<file path="src/rtl/dmem_arb_pkg.sv">
// Shared types for the two-port data-memory arbiter: FSM states and the
// latched command captured when a port is selected.
package dmem_arb_pkg;
  localparam int NUM_PORTS = 2;
  localparam int DMEM_AW   = 32;
  localparam int DMEM_DW   = 32;

  typedef enum logic [1:0] {IDLE, ACCESS, RESP} state_t;

  typedef struct packed {
    logic               we;
    logic [DMEM_AW-1:0] addr;
    logic [DMEM_DW-1:0] wdata;
    logic               owner;
  } cmd_t;
endpackage

</file>
<file path="src/rtl/rr_select_2.sv">
// Combinational two-requester round-robin picker: a lone request wins,
// a tie goes to the port that was not served last.
module rr_select_2 (
  input  logic [1:0] req,
  input  logic       last_owner,
  output logic       valid,
  output logic       owner
);
  assign valid = |req;
  assign owner = (req == 2'b11) ? ~last_owner : req[1];
endmodule

</file>
<file path="src/rtl/dmem_arbiter_32.sv">
// Round-robin arbiter/sequencer sharing one data_mem_32 port between the
// CPU path (port 0) and the loader/debug path (port 1).
module dmem_arbiter_32
  import dmem_arb_pkg::*;
#(
  parameter int ADDR_WIDTH = DMEM_AW,
  parameter int DATA_WIDTH = DMEM_DW,
  parameter int MEM_DEPTH  = 64
) (
  input  logic                  clk,
  input  logic                  rst_n,
  input  logic [1:0]            req,
  input  logic [1:0]            we,
  input  logic [ADDR_WIDTH-1:0] addr0,
  input  logic [ADDR_WIDTH-1:0] addr1,
  input  logic [DATA_WIDTH-1:0] wdata0,
  input  logic [DATA_WIDTH-1:0] wdata1,
  output logic [1:0]            gnt,
  output logic [1:0]            rvalid,
  output logic [1:0]            rerr,
  output logic [DATA_WIDTH-1:0] rdata,
  output logic                  mem_enable,
  output logic                  mem_read,
  output logic                  mem_write,
  output logic [ADDR_WIDTH-1:0] mem_addr,
  output logic [DATA_WIDTH-1:0] mem_wdata,
  input  logic [DATA_WIDTH-1:0] mem_rdata
);
  state_t                state_q, state_d;
  cmd_t                  cmd_q, cmd_d;
  logic                  last_owner_q, last_owner_d;
  logic                  oor_q, oor_d;
  logic [1:0]            gnt_q, gnt_d;
  logic [1:0]            rvalid_q, rvalid_d;
  logic [1:0]            rerr_q, rerr_d;
  logic [DATA_WIDTH-1:0] rdata_q, rdata_d;
  logic                  en_q, en_d, rd_q, rd_d, wr_q, wr_d;

  logic                  sel_valid, sel_owner, rr_last, latch;
  logic                  sel_we, sel_oor;
  logic [ADDR_WIDTH-1:0] sel_addr;
  logic [DATA_WIDTH-1:0] sel_wdata;

  // In RESP the access being retired already counts as the last owner.
  assign rr_last = (state_q == RESP) ? cmd_q.owner : last_owner_q;

  rr_select_2 u_sel (
    .req        (req),
    .last_owner (rr_last),
    .valid      (sel_valid),
    .owner      (sel_owner)
  );

  assign sel_we    = we[sel_owner];
  assign sel_addr  = sel_owner ? addr1 : addr0;
  assign sel_wdata = sel_owner ? wdata1 : wdata0;
  assign sel_oor   = (sel_addr >= ADDR_WIDTH'(MEM_DEPTH));

  always_comb begin
    state_d      = state_q;
    cmd_d        = cmd_q;
    last_owner_d = last_owner_q;
    oor_d        = oor_q;
    gnt_d        = '0;
    rvalid_d     = '0;
    rerr_d       = '0;
    rdata_d      = rdata_q;
    en_d         = 1'b0;
    rd_d         = 1'b0;
    wr_d         = 1'b0;
    latch        = 1'b0;
    case (state_q)
      IDLE: latch = sel_valid;
      ACCESS: begin
        state_d                = RESP;
        rvalid_d[cmd_q.owner]  = 1'b1;
        rerr_d[cmd_q.owner]    = oor_q;
        rdata_d = (!cmd_q.we && !oor_q) ? mem_rdata : '0;
      end
      RESP: begin
        last_owner_d = cmd_q.owner;
        latch        = sel_valid;
        if (!sel_valid) state_d = IDLE;
      end
      default: state_d = IDLE;
    endcase
    // Strobes are computed one cycle early so ACCESS sees them straight
    // from flops and mem_write cannot glitch.
    if (latch) begin
      state_d          = ACCESS;
      cmd_d.we         = sel_we;
      cmd_d.addr       = sel_addr;
      cmd_d.wdata      = sel_wdata;
      cmd_d.owner      = sel_owner;
      oor_d            = sel_oor;
      gnt_d[sel_owner] = 1'b1;
      en_d             = 1'b1;
      rd_d             = !sel_we && !sel_oor;
      wr_d             = sel_we && !sel_oor;
    end
  end

  always_ff @(posedge clk or negedge rst_n) begin
    if (!rst_n) begin
      state_q      <= IDLE;
      cmd_q        <= '0;
      last_owner_q <= 1'b1;
      oor_q        <= 1'b0;
      gnt_q        <= '0;
      rvalid_q     <= '0;
      rerr_q       <= '0;
      rdata_q      <= '0;
      en_q         <= 1'b0;
      rd_q         <= 1'b0;
      wr_q         <= 1'b0;
    end else begin
      state_q      <= state_d;
      cmd_q        <= cmd_d;
      last_owner_q <= last_owner_d;
      oor_q        <= oor_d;
      gnt_q        <= gnt_d;
      rvalid_q     <= rvalid_d;
      rerr_q       <= rerr_d;
      rdata_q      <= rdata_d;
      en_q         <= en_d;
      rd_q         <= rd_d;
      wr_q         <= wr_d;
    end
  end

  assign gnt        = gnt_q;
  assign rvalid     = rvalid_q;
  assign rerr       = rerr_q;
  assign rdata      = rdata_q;
  assign mem_enable = en_q;
  assign mem_read   = rd_q;
  assign mem_write  = wr_q;
  assign mem_addr   = cmd_q.addr;
  assign mem_wdata  = cmd_q.wdata;
endmodule
</file>
<file path="config.mk">
export PLATFORM = sky130hd
export DESIGN_NAME = dmem_arbiter_32
export DESIGN_NICKNAME = d
export VERILOG_FILES = /design/src/rtl/dmem_arb_pkg.sv /design/src/rtl/rr_select_2.sv /design/src/rtl/dmem_arbiter_32.sv
export SDC_FILE = /design/constraint.sdc
export NUM_CORES = 1
export LEC_CHECK = 0
export CAP_MARGIN = 20
export CELL_PAD_IN_SITES_DETAIL_PLACEMENT = 1
export CELL_PAD_IN_SITES_GLOBAL_PLACEMENT = 2
export CORE_MARGIN = 2
export CORE_UTILIZATION = 23
export CTS_BUF_LIST = sky130_fd_sc_hd__clkbuf_2 sky130_fd_sc_hd__clkbuf_4 sky130_fd_sc_hd__clkbuf_8
export DETAILED_ROUTE_END_ITERATION = 12
export PLACE_DENSITY_LB_ADDON = 0.1
export SETUP_SLACK_MARGIN = 0.2
export SYNTH_ARGS = -nofsm -noshare
export SYNTH_HDL_FRONTEND = slang
export SYNTH_SLANG_ARGS = --single-unit
</file>
<file path="constraint.sdc">
create_clock -name clk -period 1.9 [get_ports clk]
set_clock_uncertainty 0.05 [all_clocks]
set_input_delay 0.57 -clock clk [delete_from_list [all_inputs] [get_ports clk]]
set_output_delay 0.57 -clock clk [all_outputs]
set_load 0.02 [all_outputs]
</file>
==> results.rst <==
.. list-table::
   :header-rows: 1

   * - Metric
     - Value
   * - FP Rows
     - 55
   * - Cell type group with the largest total delay on the critical path
     - simple AND/OR/NAND/NOR gates
   * - CTS H-tree lvls
     - 3
   * - Layout Utilization
     - 0.371
   * - Clock sink total
     - 111
   * - Clock tree from TritonCTS
     - done
   * - Drt drc
     - 0
   * - Data arrival time of the critical path
     - 1.91 ns
   * - Via count
     - 5004
   * - Post-Syn Nets
     - 724
   * - Register clock-pin slew on the reported worst setup and hold paths
     - 0.12 ns
   * - Most frequent cells in the layout
     - clkdlybuf4s50_1 (128), dfrtp_1 (109), nand2_1 (99)
   * - Share of layout cells above drive strength 1
     - 0.274
   * - Initial antenna violation count
     - 2
   * - Length of the first detailed-routing pass in iterations
     - 4
   * - Initial core utilization
     - 0.235
   * - First DRT Iteration DRCs
     - 203
   * - Slew at the pin closest to its max-slew limit
     - 0.357 ns
   * - Placed cell count
     - 1086
   * - Max Fanout on Critical Path
     - 2
   * - Cell variety after synth
     - 34
   * - Buffering stage count on the worst path with inverters included
     - 2
   * - DP HPWL
     - 14800 um
   * - Final Instance Count excl. Fillers
     - 1121
   * - Smallest hold slack
     - 0.0278 ns
   * - Core ar.
     - 0.0228 mm2
   * - Max Clock Freq
     - 0.592 GHz
   * - Synth area leader
     - dfrtp_1
   * - Nets@finish
     - 967
   * - Clock latency on the worst-skew pair
     - 0.38 ns
   * - Max-slew violation count
     - 0
   * - Area of the die
     - 0.0245 mm2
   * - Wire length of the first global-routing pass
     - 31300 um
   * - IO Pins
     - 271
   * - Port buffer count
     - 270
   * - Worst slew margin relative to its limit
     - 0.759
   * - Leakage power summed over all cells
     - 3.96 nW
   * - Min-Delay Path Class
     - in2async
   * - Count of warnings emitted by yosys
     - 0
   * - Biggest area contributors in the synthesized netlist
     - dfrtp_1 (51%), buf_4 (9.5%), nand2_1 (7.0%), a22o_1 (5.2%), a31oi_1 (3.9%)
   * - Startpoint-to-endpoint class of the critical path
     - in2reg
   * - Result of the run
     - finished, final reports clean
   * - Via density per instance
     - 4.46
   * - Required time reported for the critical path endpoint
     - 2.12 ns
   * - Via count of the first global-routing pass
     - 5441
   * - Overall Global Routing Usage
     - 0.165
   * - Remaining antenna violation count after routing
     - 0
   * - Area share of the largest cell type after synthesis
     - 0.514
   * - Maximum number of pins on one net before global-route repair
     - 55
   * - Max VDD drop
     - 0.311 mV
   * - Die W
     - 157 um
   * - Type of element capturing the critical path
     - flop
   * - Total grt overflow
     - 0
   * - Pwr dens
     - 937 mW/mm2
   * - Area of the mapped netlist
     - 0.00536 mm2
   * - Wire length reported by the detailed router
     - 20400 um
   * - Root Buffer Master
     - clkbuf_8
   * - Most frequent standard cell in the layout excluding fill and tap cells
     - clkdlybuf4s50_1
   * - Mean instance size in the synthesized netlist
     - 9.60 um2
   * - Flip-flop and latch count after synthesis
     - 111
   * - # setup viols final
     - 0
   * - CP max stage cell
     - or4_4
   * - Final GP Congestion
     - 0.774
   * - Layout Area Growth over Synthesis
     - 57.8%
   * - Max_cap viols
     - 0
   * - Post-synthesis instance total
     - 558
   * - Category of the worst setup path launch point
     - input pin
   * - Final critical-path required period
     - 1.69 ns
   * - CTS Buffer Depth
     - 2
   * - Setup repair after global routing missed its margin
     - yes
   * - Number of buffers inserted for hold repair after clock tree synthesis
     - 0
   * - Final-report hold violation count
     - 0
   * - Portion of the post-synthesis area used by sequential elements
     - 0.519
   * - Final TNS setup
     - 0 ns
   * - Fraction of the cycle the final worst path needs
     - 0.889
   * - Cell-by-cell listing of the critical path
     - dlygate4sd2_1 -> or4_4 -> nor3_4 -> buf_6 -> and4_1 -> o31ai_1
   * - Delay of the slowest cell on the worst path
     - 0.55 ns
   * - Y dimension of the die
     - 157 um
   * - Average wire length per cell after detail routing
     - 18.2 um
   * - Clock buffer count from CTS
     - 9
state kept, by name, indices dropped and copies added, names as in the netlist, 2 cells and up:
name / cells
rdata: 32
rerr: 2
rvalid: 2
gnt: 2
state_q: 2
mem_wdata: 32
cmd_q: 2
mem_addr: 32
where the power goes:
part	switching [mW]	internal, mW
clock network	0.925	0.777
registers	0.291	2.86
logic	1.72	1.34
final timing paths:
path | start | end | slack [ns] | cells after the start
setup / recovery | addr0[22] | oor_q | 0.21 | 6
hold / removal | rst_n | rdata[4] | 0.03 | 1
setup reg to reg | last_owner_q | mem_addr[10] | 0.26 | 6
hold reg to reg | rdata[23] | rdata[23] | 0.46 | 1
max in group asynchronous | rst_n | last_owner_q | 1.20 | 2
min in group clk | addr1[6] | mem_addr[6] | 0.43 | 3
metal layers:
metal	vias to the layer above	wire length, um	global-route usage
met5	-	0	0
met2	160	9980	0.278
met3	18	1110	0.0388
met1	2470	8950	0.210
met4	0	376	0.0533
li1	2356	-	-
per-stage QoR:
step / worst slack, ns / instance area (um2) / power [mW]
finish: 0.210 / 8450 / 7.92
global route: 0.181 / 8450 / 8.44
CTS: 0.0894 / 8530 / 8.10
detailed placement: -0.525 / 8260 / 6.52
global placement: -0.450 / 8260 / 6.46
floorplan: 0.215 / 5360 / 5.13
cell families (layout without fill, tap and decap cells):
family | after synthesis | in the layout | share of synthesized area
buffers and inverters | 141 | 389 | 0.155
other | 0 | 2 | 0
AOI/OAI and AO/OA | 103 | 103 | 0.153
and+or+nand+nor | 201 | 201 | 0.169
DFF | 111 | 111 | 0.519
muxes | 2 | 2 | 0.00397
cell usage after synthesis:
| cell type | instances |
|---|---|
| or2_1 | 1 |
| nor3_2 | 1 |
| and3_1 | 4 |
| o22ai_1 | 1 |
| o211ai_2 | 1 |
| dfstp_2 | 1 |
| inv_2 | 1 |
| o311ai_1 | 9 |
| a31oi_1 | 33 |
| inv_1 | 35 |
| a211oi_1 | 2 |
| nor2b_2 | 1 |
| nand2b_1 | 1 |
| or4_1 | 6 |
| clkbuf_1 | 14 |
| o211a_1 | 1 |
| a22o_1 | 32 |
| o31ai_1 | 1 |
| buf_4 | 68 |
| buf_6 | 3 |
| buf_2 | 20 |
| nor4_1 | 6 |
| nor3_1 | 2 |
| and4_1 | 2 |
| nand4b_1 | 2 |
| nand2_1 | 100 |
| mux2i_1 | 1 |
| mux2_2 | 1 |
| dfrtp_1 | 110 |
| nand3_1 | 32 |
| nor2_1 | 40 |
| o311ai_0 | 23 |
| nand4_1 | 2 |
| nand4b_4 | 1 |
timing repair:
item / CTS / global route
pin swaps: 15 / 17
endpoints found under the setup margin: 174 / 103
resized for setup: 429 / 59
cloned: 3 / 3
setup buffers: 6 / 5
worst reg2reg max path, cell delays in order (launching register included):
cell and delay, ns:
dfstp_2 0.57, nand2_4 0.06, o211ai_4 0.27, buf_12 0.22, clkbuf_16 0.17, nand2_1 0.05
a31oi_1 0.16
cell type report:
type	instances	area, um2
Antenna cell	2	5.00
Clock buffer	9	124
Clock inverter	7	110
Fill cell	2615	14300
Inverter	36	140
Multi-Input combinational cell	306	1900
Sequential cell	111	2780
Tap cell	313	392
Timing Repair Buffer	337	3000
Power figures use the tool's default switching activity.
